===== config.mk =====
export PLATFORM = sky130hd
export DESIGN_NAME = calc_host
export DESIGN_NICKNAME = d
export VERILOG_FILES = /design/src/rtl/calc_host.sv
export SDC_FILE = /design/constraint.sdc
export NUM_CORES = 1
export LEC_CHECK = 0
export CORE_MARGIN = 2
export CORE_UTILIZATION = 40
export CTS_CLUSTER_DIAMETER = 30
export DETAILED_ROUTE_END_ITERATION = 7
export PLACE_DENSITY_LB_ADDON = 0.25
export SLEW_MARGIN = 0
export SYNTH_ARGS = -nofsm -noshare
export SYNTH_HDL_FRONTEND = slang
export SYNTH_SLANG_ARGS = --single-unit

===== constraint.sdc =====
create_clock -name clk -period 2 [get_ports clk]
set_clock_uncertainty 0.05 [all_clocks]
set_input_delay 0.3 -clock clk [delete_from_list [all_inputs] [get_ports clk]]
set_output_delay 0.3 -clock clk [all_outputs]
set_load 0.1 [all_outputs]

===== src/rtl/calc_host.sv =====
// Host-side sequencer: accepts an operand, starts the compute core, waits for its result and holds it for downstream.
// Optional core-timeout watchdog enabled by defining HOST_TIMEOUT_EN.
module calc_host #(
    parameter int XW = 8,
    parameter int RW = 16,
    parameter int TW = 8
) (
    input  logic          clk,
    input  logic          rst,
    input  logic          req_valid,
    input  logic [XW-1:0] req_x,
    output logic          req_ready,
    output logic          core_start,
    output logic [XW-1:0] core_x,
    input  logic          core_ready,
    input  logic [RW-1:0] core_result,
    output logic          res_valid,
    output logic [RW-1:0] res_data,
    input  logic          res_ack,
    output logic          timeout_err
);

    typedef enum logic [2:0] {
        S_IDLE,
        S_START,
        S_ACCEPT,
        S_RUN,
        S_HOLD
    } state_t;

    state_t state, state_nx;
    logic   timeout_hit;

`ifdef HOST_TIMEOUT_EN
    // Fires on the cycle whose increment brings the counter to all-ones.
    localparam logic [TW-1:0] TLAST = {{(TW-1){1'b1}}, 1'b0};
    logic [TW-1:0] tcnt;

    always_ff @(posedge clk or posedge rst) begin
        if (rst) begin
            tcnt <= '0;
        end else if (state == S_START) begin
            tcnt <= '0;
        end else if (state == S_ACCEPT || state == S_RUN) begin
            tcnt <= tcnt + 1'b1;
        end
    end

    assign timeout_hit = (state == S_ACCEPT || state == S_RUN) && (tcnt == TLAST);

    always_ff @(posedge clk or posedge rst) begin
        if (rst) begin
            timeout_err <= 1'b0;
        end else if ((state == S_ACCEPT || state == S_RUN) && state_nx == S_IDLE) begin
            timeout_err <= 1'b1;
        end
    end
`else
    assign timeout_hit = 1'b0;
    assign timeout_err = |{TW{1'b0}};
`endif

    always_comb begin
        state_nx = state;
        case (state)
            S_IDLE:   if (req_valid && req_ready) state_nx = S_START;
            S_START:  state_nx = S_ACCEPT;
            S_ACCEPT: begin
                if (!core_ready)      state_nx = S_RUN;
                else if (timeout_hit) state_nx = S_IDLE;
            end
            S_RUN: begin
                if (core_ready)       state_nx = S_HOLD;
                else if (timeout_hit) state_nx = S_IDLE;
            end
            S_HOLD:   if (res_ack) state_nx = S_IDLE;
            default:  state_nx = S_IDLE;
        endcase
    end

    // All outputs are decoded from the next state so nothing is combinational from inputs.
    always_ff @(posedge clk or posedge rst) begin
        if (rst) begin
            state      <= S_IDLE;
            req_ready  <= 1'b0;
            core_start <= 1'b0;
            core_x     <= '0;
            res_valid  <= 1'b0;
            res_data   <= '0;
        end else begin
            state      <= state_nx;
            core_start <= (state_nx == S_START);
            req_ready  <= (state_nx == S_IDLE) && core_ready;
            if (state == S_IDLE && req_valid && req_ready) begin
                core_x <= req_x;
            end
            if (state == S_RUN && core_ready) begin
                res_valid <= 1'b1;
                res_data  <= core_result;
            end else if (state == S_HOLD && res_ack) begin
                res_valid <= 1'b0;
            end
        end
    end

endmodule


# Yosys cells after proc, flatten, opt, wreduce, memory -nomap -nowiden
# Index checks and enable logic that the tools add are counted.
totals:
  inputBits: 29
  register_bits: 30
  latchBits: 0
  mem_count: 0
  ram_bits: 0
  mem_bits_ro: 0
classes:
  add_sub_neg: 0
  muxes: 7
  multipliers: 0
  bitwise: 0
  reduce_logical: 9
  n_lt_le_gt_ge: 0
  shift: 0
  eq_ne: 5
  div: 0
op_table:
  columns: ["operator", "count"]
  rows:
  - ["$pmux 3 s5", 1]
  - ["$mux 3", 4]
  - ["$eq 3x1->1 const B", 2]
  - ["$eq 3x2->1 const B", 2]
  - ["$logic_and 1x1->1", 6]
  - ["$logic_not 3->1", 2]
  - ["$eq 3x3->1 const B", 1]
  - ["$mux 1", 2]
  - ["$reduce_bool 2->1", 1]

# Depth between registers and ports, before layout
# Gate-level depths: netlist of the first run.
logic_depth:
  depth_word: 5
  depth_mapped: 5
  depth_no_buf: 3

# Worst setup path before layout of the first run
# No wires, ideal clock.
synth_path:
  kind: "flip-flop to flip-flop"
  startpoint: "reg req_ready"
  endpoint: "reg core_x[0]"
  path_stages_with_launch: 5
  t_arrival_ns: 1.795
  setup_slack_ns: 0.028
  n_path_buf: 1
  synth_period_minus_slack_ns: 1.972
  cell_sequence: "dfrtp_1 -> nand2_1 -> nor4_4 -> buf_6 -> mux2_4"
synth_via:
  elab_chain_cells: 1
synth_lines:
  columns: ["item", "line_no", "source"]
  rows:
  - ["start, declared", "12", "output logic req_ready,"]
  - ["start signal, assigned", "93", "req_ready <= (state_nx == S_IDLE) && core_ready;"]
  - ["$logic_and 1x1->1", "94", "if (state == S_IDLE && req_valid && req_ready) begin"]
  - ["end signal, assigned", "95", "core_x <= req_x;"]
  - ["end, declared", "14", "output logic [XW-1:0] core_x,"]
# Every way passes these cells.
# A chain may end at the register's enable or synchronous reset.

# Worst setup path after layout of the first run
layout_path:
  startpoint: "reg state[1]"
  endpoint: "reg core_x[5]"
layout_via:
  elab_chain_cells: 3
layout_lines:
  columns: ["item", "line_no", "source"]
  rows:
  - ["start, declared", "31", "state_t state, state_nx;"]
  - ["start signal, assigned", "91", "state <= state_nx;"]
  - ["$logic_not 3->1", "94", null]
  - ["$logic_and 1x1->1 (2 in a row)", "94", null]
# Every way passes these cells.

==> results.md, run 1 <==
- Outcome: finished clean
- Routed vias/inst: 4.61
- Seq cells post-synth: 30
- IO buf count: 55
- Cts bufs inserted: 5
- Largest fanout on the critical path: 10
- Most common cell in the netlist: dfrtp_1
- Filler cell count: 258
- Final hold violations: 0
- Max-slew headroom: 0.654
- Core region area: roughly 3000 µm²
- Worst r2r path cells: 3
- Vias: around 830
- Post-route minimum period: 1.58 ns
- Die width: between 60 and 70 µm
- Worst slew pin tran: slightly above 0.5 ns
- DRT iter0 DRCs: 10
- Antenna-violating nets left: 0
- Nets: ~160
- TNS Setup: 0 ns
- Clock sink count: 30
- Placed Area: ~1800 µm²
- # resized after CTS: 0
- Commonest cells post-synth: dfrtp_1 (30), mux2_4 (16), mux2_2 (8)
- Gr ovfl total: 0
- IO Pins: 57
- Post-Route WL: 2.47 mm
- Ant diodes: 0
- DR WL/cell: ~14 µm
- Core Util, Final: 0.602
- Initial core utilization: 0.417
- Synth top area share: 0.594
- Fmax: 631 MHz
- DPL Wire Length: approximately 1.9 mm
- CP required: between 2 and 2.5 ns
- Hold_buf cts: 0
- Die extent in y: ~60 µm
- Largest family of logic cells by synthesized area: multiplexers
- Yosys warns: 0
- Htree depth: 2
- RD Place Congestion: approximately 0.70
- Layout area overhead: 44.4%
- Kind of critical path: reg2reg
- Largest net degree at the start of global routing: 31
- Post-synth EDFFs: 0
- Post-synthesis sequential area ratio: 0.594
- Post-CTS repair timing setup buffer count: 0
- Simple-gate share of the synthesized area: 0.0574
- Total track usage: 0.152
- FFs w/ async S/R, synth: 1.00
- Clk_lat worst skew: 0.32 ns
- Synth cell types: 19
- Clk pin slew, worst setup/hold paths: about 0.09 ns
- Synth area leaders: dfrtp_1 (59%), mux2_4 (19%), mux2_2 (7.1%)
- Cell Area, Synth: 1260 µm²
- Root Buffer: clkbuf_4
- Drt first pass iters: 2
- Clock buffer depth: 2
- Die area: ~3600 µm²
- Post-synthesis mux area share: 0.261
- Vias in the first global route: 866
- Syn_area_per_cell: 16.8 µm²
- Syn Nets: 104
- Crit path capture type: flip-flop
- Worst r2r dst: core_x[5]$_DFFE_PP0P_
- Rows: 20
- Hold crit path type: in2async
- R2r setup slk: 0.42 ns
- Ratio of cells with drive above 1 in the final layout: 0.474
- Slew Limit Fails: 0
- Final design area excluding fillers: 1820 µm²
- Arr. time, crit path: ~1.8 ns
- RSZ-0062 raised after global routing: no
- Post-Syn Instances: 75
- First-pass GRT wire length: 3.85 mm
- Initial antenna violation count: 0
- Top FF cell, synth: dfrtp_1
- XOR/XNOR Fraction of Synth Area: 0
- Drt drc: 0
- Adder-cell share of the synthesized area: 0
- Setup violators final: 0
- Area leader, netlist: dfrtp_1
- Synth Area in Compound Gates: 0.0337
- CTS tree: done
- Startpoint types: flip-flop
- Reg-to-Reg Start: state[1]$_DFF_PP0_
- Tcrit/Tclk final: 0.792
- Max-cap violation count: 0
- Hold Worst Slack: 0.288 ns
==> through the flow <==
stage | cells | setup slack (ns)
floorplan | 75 | 0.0282
global placement | 171 | 0.203
detailed placement | 171 | 0.143
CTS | 179 | 0.394
global route | 179 | 0.353
finish | 179 | 0.416
==> final cells by class <==
type                    instances  area, µm²  share of cell area
multi-input cells              37        449               0.246
clock buffers                   7       55.1              0.0302
well taps                      44       55.1              0.0302
flip-flops and latches         30        751               0.412
inverters                       3       11.3             0.00617
clock inverters                 1       5.00             0.00274
repair buffers                 57        498               0.273
==> flip-flops by register name, indices dropped and copies added (netlist names) <==
signal	flops
res_data	16
core_x	8
core_start	1
res_valid	1
req_ready	1
state	3
==> cell usage in the layout (no fill, tap or decap), drive strengths merged, types with 2 or more instances in the layout <==
cell type      instances
dfrtp                 30
buf                   29
clkdlybuf4s50         28
mux2                  24
clkbuf                 7
inv                    3
a31oi                  2
nor4                   2
==> worst max-delay path by stage <==
stage	endpoint	start	slack (ns)
4_1_cts	core_x[5]$_DFFE_PP0P_	state[1]$_DFF_PP0_	0.39
5_1_grt	core_x[5]$_DFFE_PP0P_	state[1]$_DFF_PP0_	0.35
3_3_place_gp	res_data[4]$_DFFE_PP0P_	core_ready	0.20
6_report	core_x[5]$_DFFE_PP0P_	state[1]$_DFF_PP0_	0.42
2_1_floorplan	core_x[0]$_DFFE_PP0P_	req_ready$_DFF_PP0_	0.03
3_5_place_dp	res_data[7]$_DFFE_PP0P_	core_ready	0.14
==> layer usage <==
metal	part of all wire	global-route usage	routed length, µm
met1	0.37	0.148	903
met2	0.55	0.264	1350
met3	0.061	0.0693	150
met4	0.026	0.0825	65
met5	0	0	0
==> kinds of logic (layout without fill, tap and decap cells) <==
kind of cell           count (synthesis)  count (layout)
flip-flops                            30              30
multiplexers                          24              24
buffers and inverters                  8              68
AO/OA/AOI/OAI                          6               6
AND/OR/NAND/NOR                        6               6
other                                  1               1
==> critical path: stages (launching register included) <==
cell	delay, ns
dfrtp_1	0.50
nor4_4	0.34
buf_4	0.26
mux2_4	0.32
Power of run 1 is not shown: default switching activity piles up to over one toggle a cycle in this logic, so the estimate is an artifact.
==> inputs of run 2 (changes only) <==
==> constraint.sdc (replaced) <==
create_clock -name clk -period 1.5 [get_ports clk]
set_clock_uncertainty 0.05 [all_clocks]
set_input_delay 0.225 -clock clk [delete_from_list [all_inputs] [get_ports clk]]
set_output_delay 0.225 -clock clk [all_outputs]
set_load 0.1 [all_outputs]
==> results.md, run 2 (synthesized netlist as in run 1, its figures left out) <==
- Outcome: finished clean
- Placed Area: 2190 µm² (+24%)
- DR WL/cell: 13.8 µm (+0.25%)
- Die width: 60.2 µm (unchanged)
- DRT iter0 DRCs: 14 (+4)
- Cts bufs inserted: 5 (unchanged)
- Clock sink count: 30 (unchanged)
- CP required: 1.66 ns (-0.50 ns)
- Largest net degree at the start of global routing: 18 (-42%)
- Drt first pass iters: 3 (+1)
- Biggest regs: res_data: 16 flops, core_x: 8 flops, state: 3 flops
- CTS tree: done
- CP max stage cell: dfrtp_1
- Startpoint types: flip-flop
- Htree depth: 2 (unchanged)
- Die extent in y: 60.2 µm (unchanged)
- Root Buffer: clkbuf_4
- Gr ovfl total: 0 (unchanged)
- Biggest register: res_data
- Die area: 3620 µm² (unchanged)
- Rows: 20 (unchanged)
- Final hold violations: 0 (unchanged)
- Total track usage: 0.167 (+0.0149)
- Layout area overhead: 78.1%
- Ratio of cells with drive above 1 in the final layout: 0.514 (+0.0400)
- M2 GR Usage: 0.267 (+0.00311)
- Nets: 170 (+4.3%)
- Kind of critical path: reg2reg
- Clk_lat worst skew: 0.33 ns (about the same)
- Hold_buf cts: 0 (unchanged)
- Max-cap violation count: 0 (unchanged)
- Sequence of cells on the critical path: nor4_4 -> buf_4 -> mux2_2
- Clock buffer depth: 2 (unchanged)
- Largest register FFs: 16 (unchanged)
- First-pass GRT wire length: 4.35 mm (+13%)
- IO buf count: 55 (unchanged)
- Largest fanout on the critical path: 5 (-5)
- # resized after CTS: 0 (unchanged)
- RD Place Congestion: 0.681 (-2.8%)
- Post-CTS repair timing setup buffer count: 0 (unchanged)
- R2r setup slk: 0.07 ns (-0.35 ns)
- Hold Worst Slack: 0.165 ns (-0.123 ns)
- Delay-heaviest family, CP: flip-flops
- Buf/Inv on CP: 1 (unchanged)
- Vias: 855 (+3.6%)
- Clk pin slew, worst setup/hold paths: 0.10 ns (about the same)
- IO Pins: 57 (unchanged)
- Commonest cells after routing, fill and taps aside: dfrtp_1 (29), buf_12 (29), clkdlybuf4s50_1 (28)
- Final design area excluding fillers: 2250 µm² (+23%)
- Setup violators final: 0 (unchanged)
- Vias in the first global route: 948 (+9.5%)
- Routed vias/inst: 4.60 (-0.26%)
- Core Util, Final: 0.743 (+0.141)
- DPL Wire Length: 2.02 mm (+7.8%)
- Post-route minimum period: 1.43 ns (-0.153 ns)
- RSZ-0062 raised after global routing: no
- Fmax: 698 MHz (+11%)
- Hold crit path type: in2async
- Met1 Use GR: 0.192 (+0.0441)
- Arr. time, crit path: 1.60 ns (-0.15 ns)
- Initial antenna violation count: 0 (unchanged)
- Tcrit/Tclk final: 0.955 (+0.162)
- Post-Route WL: 2.58 mm (+4.2%)
- Crit path capture type: flip-flop
- Drt drc: 0 (unchanged)
- Slew Limit Fails: 0 (unchanged)
- Ant diodes: 0 (unchanged)
- Core region area: 3030 µm² (unchanged)
- Slowest stage delay, CP: 0.47 ns (-0.03 ns)
- Initial core utilization: 0.417 (unchanged)
- Gr busiest metal: met2
- Antenna-violating nets left: 0 (unchanged)
- Met3 capacity usage during global routing: 0.0801 (+0.0108)
-- run 2: cell types whose count changed in the layout (fill, tap and decap cells not counted), sizes merged --
cell  previous run  this run
buf             29        36
-- run 2: through the flow --
step	setup WS (ns)	setup TNS, ns	std cells
after CTS	0.0534	0	186
final	0.0682	0	186
after detailed placement	-0.222	-2.26	178
after floorplan	-0.0115	-0.0804	75
after global placement	-0.152	-1.31	178
after global routing	0.00262	0	186
-- run 2: layer usage --
layer	vias to the layer above	share of wire
met4	0	0.0093
met3	2	0.090
met5	-	0
met1	426	0.41
li1	391	-
met2	36	0.49
-- run 2: worst reg2reg max path: stages (launching register included) --
cell,delay (ns)
dfrtp_1,0.47
nor4_4,0.32
buf_4,0.17
mux2_2,0.32
-- run 2: layout make-up --
class,instances,area [µm²]
clock inverter,1,5.00
tap,44,55.1
fill,204,777
multi-input combinational,37,457
clock buffer,7,55.1
inverter,3,11.3
sequential,30,754
timing repair buffer,64,913
-- run 2: final timing paths --
check | from | end | cells after the start
worst min-delay path | rst | res_data[10]$_DFFE_PP0P_ | 3
worst min register to register | res_data[8]$_DFFE_PP0P_ | res_data[8]$_DFFE_PP0P_ | 1
max in group asynchronous | rst | req_ready$_DFF_PP0_ | 3
min in group clk | core_result[1] | res_data[1]$_DFFE_PP0P_ | 2
worst max-delay path | state[2]$_DFF_PP0_ | core_x[2]$_DFFE_PP0P_ | 3
worst max register to register | state[2]$_DFF_PP0_ | core_x[2]$_DFFE_PP0P_ | 3
Power of run 2 is left out for the same reason.
